--- config.mk ---
export PLATFORM = sky130hd
export DESIGN_NAME = image_load_ctrl
export DESIGN_NICKNAME = d
export VERILOG_FILES = /design/src/rtl/image_load_ctrl.sv
export SDC_FILE = /design/constraint.sdc
export NUM_CORES = 1
export LEC_CHECK = 0
export BUFFER_PORTS_ARGS = -buffer_cell sky130_fd_sc_hd__buf_4
export CAP_MARGIN = 30
export CORE_MARGIN = 2
export CORE_UTILIZATION = 49
export CTS_BUF_LIST = sky130_fd_sc_hd__clkbuf_16
export CTS_CLUSTER_DIAMETER = 30
export CTS_CLUSTER_SIZE = 40
export DETAILED_ROUTE_END_ITERATION = 8
export HOLD_SLACK_MARGIN = 0.06
export PLACE_DENSITY_LB_ADDON = 0.3
export SYNTH_ARGS = -nofsm -noshare
export SYNTH_HDL_FRONTEND = slang
export SYNTH_SLANG_ARGS = --single-unit
--- constraint.sdc ---
create_clock -name clk -period 2.2 [get_ports clk]
set_input_delay 0.33 -clock clk [delete_from_list [all_inputs] [get_ports clk]]
set_output_delay 0.33 -clock clk [all_outputs]
set_load 0.05 [all_outputs]
--- src/rtl/image_load_ctrl.sv ---
// Image RAM sequencer: writes one 784-byte frame from the UART stream, pulses
// the inference start, then serves zero-padded reads until the engine is done.
module image_load_ctrl #(
    parameter int IMG_BYTES = 784,
    parameter int ADDR_W    = 10
) (
    input  logic              clk,
    input  logic              rst_n,
    input  logic              clear,
    input  logic [7:0]        rx_data,
    input  logic              rx_valid,
    output logic              rx_ready,
    output logic [ADDR_W-1:0] ram_wr_addr,
    output logic [7:0]        ram_wr_data,
    output logic              ram_wr_en,
    output logic [ADDR_W-1:0] ram_rd_addr,
    input  logic [7:0]        ram_rd_data,
    input  logic              rd_req,
    input  logic [ADDR_W-1:0] rd_addr,
    output logic              rd_valid,
    output logic [7:0]        rd_data,
    output logic              infer_start,
    input  logic              infer_done,
    output logic              image_loaded
);

    typedef enum logic [1:0] {
        S_LOAD  = 2'd0,
        S_START = 2'd1,
        S_RUN   = 2'd2
    } state_t;

    localparam logic [ADDR_W-1:0] LAST_PIX = ADDR_W'(IMG_BYTES - 1);
    localparam logic [ADDR_W:0]   IMG_LIM  = (ADDR_W + 1)'(IMG_BYTES);
    localparam logic [ADDR_W-1:0] CNT_ONE  = ADDR_W'(1);

    state_t              state_q, state_d;
    logic [ADDR_W-1:0]   pix_cnt_q, pix_cnt_d;
    logic                wr_en_q, wr_en_d;
    logic [ADDR_W-1:0]   wr_addr_q, wr_addr_d;
    logic [7:0]          wr_data_q, wr_data_d;
    logic                infer_start_q, infer_start_d;
    logic                loaded_q, loaded_d;
    logic                rd_valid_q, rd_valid_d;
    logic                rd_in_range_q, rd_in_range_d;
    logic                hs;

    always_comb begin
        hs            = rx_valid && (state_q == S_LOAD);
        state_d       = state_q;
        pix_cnt_d     = pix_cnt_q;
        wr_en_d       = 1'b0;
        wr_addr_d     = wr_addr_q;
        wr_data_d     = wr_data_q;
        rd_valid_d    = rd_req && (state_q == S_RUN);
        rd_in_range_d = rd_in_range_q;

        if (rd_valid_d) begin
            rd_in_range_d = ({1'b0, rd_addr} < IMG_LIM);
        end

        if (hs) begin
            wr_addr_d = pix_cnt_q;
            wr_data_d = rx_data;
        end

        // clear wins over handshake and infer_done; the byte taken with it is dropped
        if (clear) begin
            state_d   = S_LOAD;
            pix_cnt_d = '0;
        end else begin
            wr_en_d = hs;
            unique case (state_q)
                S_LOAD: begin
                    if (hs) begin
                        if (pix_cnt_q == LAST_PIX) begin
                            state_d   = S_START;
                            pix_cnt_d = '0;
                        end else begin
                            pix_cnt_d = pix_cnt_q + CNT_ONE;
                        end
                    end
                end
                S_START: state_d = S_RUN;
                S_RUN: begin
                    if (infer_done) begin
                        state_d = S_LOAD;
                    end
                end
                default: state_d = S_LOAD;
            endcase
        end

        // registered status follows the state being entered
        infer_start_d = (state_d == S_START);
        loaded_d      = (state_d != S_LOAD);
    end

    always_ff @(posedge clk) begin
        if (!rst_n) begin
            state_q       <= S_LOAD;
            pix_cnt_q     <= '0;
            wr_en_q       <= 1'b0;
            wr_addr_q     <= '0;
            wr_data_q     <= '0;
            infer_start_q <= 1'b0;
            loaded_q      <= 1'b0;
            rd_valid_q    <= 1'b0;
            rd_in_range_q <= 1'b0;
        end else begin
            state_q       <= state_d;
            pix_cnt_q     <= pix_cnt_d;
            wr_en_q       <= wr_en_d;
            wr_addr_q     <= wr_addr_d;
            wr_data_q     <= wr_data_d;
            infer_start_q <= infer_start_d;
            loaded_q      <= loaded_d;
            rd_valid_q    <= rd_valid_d;
            rd_in_range_q <= rd_in_range_d;
        end
    end

    assign rx_ready     = (state_q == S_LOAD);
    assign ram_wr_en    = wr_en_q;
    assign ram_wr_addr  = wr_addr_q;
    assign ram_wr_data  = wr_data_q;
    assign ram_rd_addr  = rd_addr;
    assign infer_start  = infer_start_q;
    assign image_loaded = loaded_q;
    assign rd_valid     = rd_valid_q;
    // RAM data lands one cycle after the address; out-of-range reads return zero
    assign rd_data      = (rd_valid_q && rd_in_range_q) ? ram_rd_data : 8'h00;

endmodule

======== Yosys cells after proc, flatten, opt, wreduce, memory -nomap -nowiden ========
Cells that the tools add are included.
cells by class
  add/subtract/negate cells ............... 1
  magnitude comparators ................... 1
  equal/unequal tests ..................... 4
  multiplexer cells ....................... 7
  bitwise operators ....................... 1
  reductions and logical operators ........ 7
operators by type and width
  kind                   number
  $add 10x1->10 const B  1
  $eq 10x10->1 const B   1
  $lt 10x10->1 const B   1
  $mux 10                1
  $mux 2                 4
  $mux 8                 1
  $pmux 2 s3             1
  $eq 2x1->1 const B     2
  $logic_and 1x1->1      3
  $eq 2x2->1 const B     1
  $logic_not 2->1        1
  $reduce_and 2->1       1
  $reduce_bool 2->1      1
  $reduce_or 2->1        1
  $not 1->1              1
word-level totals
  register bits after elaboration ......... 35
  output and inout port bits .............. 41

======== Logic depth before layout (Yosys ltp) ========
  depth in word-level cells ............... 6
  mapped depth ............................ 5
  mapped depth without buffers ............ 5

======== Worst setup path before layout ========
No wires, ideal clock.
  kind .................................... register to output
  start point ............................. reg rd_valid_q (netlist: rd_valid)
  end point ............................... out rd_data[0]
  data arrival time ....................... 1.234 ns
  slack ................................... 0.636 ns
  cell stages (with the launch flop) ...... 2
  path buffers ............................ 0
  path through ............................ dfxtp_1 > and3_1
on the way
  cells in the longest elaborated chain, start to end .. 2
RTL lines
  element                 line  RTL
  start, declared         44    logic rd_valid_q, rd_valid_d;
  start signal, assigned  118   rd_valid_q <= rd_valid_d;
  $logic_and 1x1->1       132   assign rd_data = (rd_valid_q && rd_in_range_q) ? ram_rd_data : 8'h00;
  $mux 8                  132
  end, declared           21    output logic [7:0] rd_data,
No other way between the ends.

======== Final worst setup path ========
  start point ............................. reg state_q[0]
  end point ............................... reg pix_cnt_q[9]
on the way
  cells in the longest elaborated chain, start to end .. 3
RTL lines
  element                       line    RTL
  start, declared               37      state_t state_q, state_d;
  start signal, assigned        111     state_q <= state_d;
  $logic_not 2->1 *             49, 73
  $logic_and 1x1->1             49      hs = rx_valid && (state_q == S_LOAD);
  $reduce_and 2->1 (no line) *  -
  end signal, assigned          112     pix_cnt_q <= pix_cnt_d;
  end, declared                 38      logic [ADDR_W-1:0] pix_cnt_q, pix_cnt_d;
Mark *: on every way between the ends. The rest lies on a longest branch, timed or not.
A chain may end at the register's enable or synchronous reset.

==> impl_metrics.tcl <==
set metrics [dict create \
    antenna_cells 0 \
    leakage_nw 0.923 \
    dr_total_vias 1362 \
    root_buffer "clkbuf_16" \
    drt-total-wl_mm 3.27 \
    synth_area_sq_um 1520 \
    fillers 253 \
    synthCells 175 \
    cts-resized-gates 0 \
    wl_per_cell_um 12.3 \
    post-cts-setup-buffers 0 \
    path_clk_slew_ns 0.05 \
    seqPwrFrac_pct 41.0 \
    avgSynthCellArea_sq_um 8.66 \
    cts.path.max_buffers 2 \
    ys_ff_latch 35 \
    tns_ns 0 \
    place.gp.congestion 0.842 \
    grt_setup_unrepaired "false" \
    p_clk_share_pct 48.8 \
    ir_drop_uv 583 \
    ys_seq_area_share_pct 46.2 \
    start_util_pct 50.5 \
    cts_htree_levels 2 \
    drc 0 \
    pwr-share-comb_pct 10.1 \
    crit_start "state_q[0]$_SDFF_PN0_" \
    critPathCaptureType "flip-flop" \
    clock-sinks 35 \
    area.growth.synth_to_final_pct 39.6 \
    drt_iter0_markers 33 \
    ioPinCount 73 \
    antenna_found_initial 0 \
    syn_nets 208 \
    synth_top_cell_by_area "dfxtp_1" \
    power_switching_w 0.000349 \
    drv_cap 0 \
    clock_latency_ns 0.28 \
    hold_class "input port to flip-flop" \
    die-width_um 59.6 \
    fin_nets 264 \
    p_per_area_nw_per_um2 750 \
    period_needed_ns 1.74 \
    portBuffers 64 \
    track_usage_pct 19.6 \
    dr.pass1.iters 4 \
    cts_buffers 5 \
    finalHoldViolCount 0 \
    fin_hold_ws_ns 0.246 \
    grt_use_met1_pct 21.2 \
    fin_crit_sh_pct 79.0 \
    avgViaCountPerCell 5.14 \
    grt_max_degree 22 \
    slew_violations 0 \
    yosysWarningCount 0 \
    cts_tree "done" \
    setup.worst_path.start_class "flip-flop" \
    power_w 0.00159 \
    switching_share_pct 22.0 \
    reg2reg_from "state_q[0]$_SDFF_PN0_" \
    cp.arrival_ns 1.90 \
    setup_viol 0 \
    grt_first_pass_wirelength_mm 5.09 \
    ys_top_cells_by_area "dfxtp_1 46%, nand2_1 10%, a21boi_0 8.9%" \
    ant_nets 0 \
    path_max_fanout 17 \
    status "completed" \
    die_h_um 59.6 \
    grt_overflow_total 0 \
    max_freq_mhz 575 \
    clock_skew_ns 0.00426 \
    dieArea_sq_um 3550 \
    path_class "flip-flop to flip-flop" \
    holdBufCountCts 0 \
    hp-start "rd_addr[8]" \
    required_ns 2.36 \
    slew_headroom_pct 56.5 \
    gr-usage-met2_pct 33.3 \
    ys_types 29 \
    use_met3_pct 7.64 \
    grt_pass1_vias 1187 \
    core_area_sq_um 3000 \
    dpl.hpwl_mm 2.35 \
    synth_top_area_share_pct 46.2 \
    fp-row-count 20 \
    top_usage_layer "met2" \
    internal-power_w 0.00124 \
    drive_gt1_share_pct 33.6 \
    tightest_slew_ns 0.652 \
]
==> area by class of cell <==
type | instances | area [sq um] | share of cell area [%]
Multi-Input combinational cell | 121 | 702 | 33.2
Clock inverter | 3 | 38.8 | 1.83
Timing Repair Buffer | 67 | 503 | 23.8
Clock buffer | 5 | 125 | 5.92
Tap cell | 33 | 41.3 | 1.95
Sequential cell | 35 | 701 | 33.1
Inverter | 1 | 3.75 | 0.178
==> path summary, 6_finish.rpt <==
path                                                     to  cells after the start  slack [ns]
worst max-delay path              pix_cnt_q[9]$_SDFFE_PP0P_                      4        0.46
worst min-delay path             rd_in_range_q$_SDFFE_PN0P_                      2        0.25
worst max register to register    pix_cnt_q[9]$_SDFFE_PP0P_                      4        0.46
worst min register to register  ram_wr_data[4]$_SDFFE_PN0N_                      2        0.46
==> cells in the mapped netlist <==
cell type	count
a21boi_0	18
o21ai_0	1
a31oi_1	2
nor2_2	1
xnor2_1	6
or3b_1	1
nand4_1	2
dfxtp_1	35
nand2b_1	2
clkbuf_1	6
mux2i_1	2
ha_1	1
nor4_4	2
buf_6	1
inv_1	1
nor2_1	17
buf_2	1
xor2_1	2
a22oi_1	1
buf_4	10
a21oi_1	1
nor4_1	1
and2_1	2
nor3b_1	2
nand3_1	3
nor3_1	4
and3_1	8
nor4bb_1	1
nand2_1	41
==> per-layer routing <==
metal	vias up	part of all wire (%)	routed length [um]
li1	683	-	-
met1	616	41	1350
met2	54	47	1540
met3	9	9.5	310
met4	0	2.0	66
met5	-	0	0
==> power by group through the flow <==
| stage | Clock [W] | Combinational (W) | Sequential (W) |
|---|---|---|---|
| 6_report | 0.000775 | 0.000161 | 0.000651 |
| 3_5_place_dp | 0 | 0.000161 | 0.000664 |
| 2_1_floorplan | 0 | 0.0000875 | 0.000696 |
| 4_1_cts | 0.000787 | 0.000162 | 0.000651 |
| 5_1_grt | 0.000822 | 0.000172 | 0.000651 |
| 3_3_place_gp | 0 | 0.000160 | 0.000664 |
==> logic make-up (layout without fill, tap and decap cells) <==
group | count (synthesis) | count (layout) | synth area share (%)
AO/OA/AOI/OAI | 23 | 23 | 10.9
XOR/XNOR | 8 | 8 | 4.62
adder cells (fa/ha/maj) | 1 | 1 | 0.826
buffers and inverters | 19 | 76 | 7.76
flip-flops | 35 | 35 | 46.2
multiplexers | 2 | 2 | 1.32
AND/OR/NAND/NOR | 87 | 87 | 28.3
==> critical path: stages (launching register included) <==
cell and delay (ns):
dfxtp_1 0.36, or3b_1 0.68, nor4_4 0.38, xnor2_1 0.16, nor2_2 0.04
==> layout by cell type (no fill, tap or decap), types with 3 or more instances in the layout <==
| master | n |
|---|---|
| buf_4 | 67 |
| nand3_1 | 3 |
| a21boi_0 | 18 |
| dfxtp_1 | 35 |
| xnor2_1 | 6 |
| nand2_1 | 41 |
| and3_1 | 8 |
| nor3_1 | 4 |
| nor2_1 | 17 |
| clkbuf_16 | 5 |
==> registers in the layout, summed over array words and instances (netlist names) <==
register / flops
pix_cnt_q: 10
ram_wr_addr: 10
ram_wr_data: 8
state_q: 2
image_loaded: 1
infer_start: 1
ram_wr_en: 1
rd_in_range_q: 1
rd_valid: 1
==> through the flow <==
| step | cells | instance area, sq um | util, % | worst slack [ns] |
|---|---|---|---|---|
| finish | 265 | 2110 | 70.4 | 0.462 |
| global route | 265 | 2110 | 70.4 | 0.339 |
| CTS | 265 | 2110 | 70.4 | 0.446 |
| detailed placement | 257 | 1950 | 65.0 | 0.450 |
| global placement | 257 | 1950 | 65.0 | 0.453 |
| floorplan | 175 | 1520 | - | 0.636 |
No activity file was read; power rests on OpenSTA's default activity.
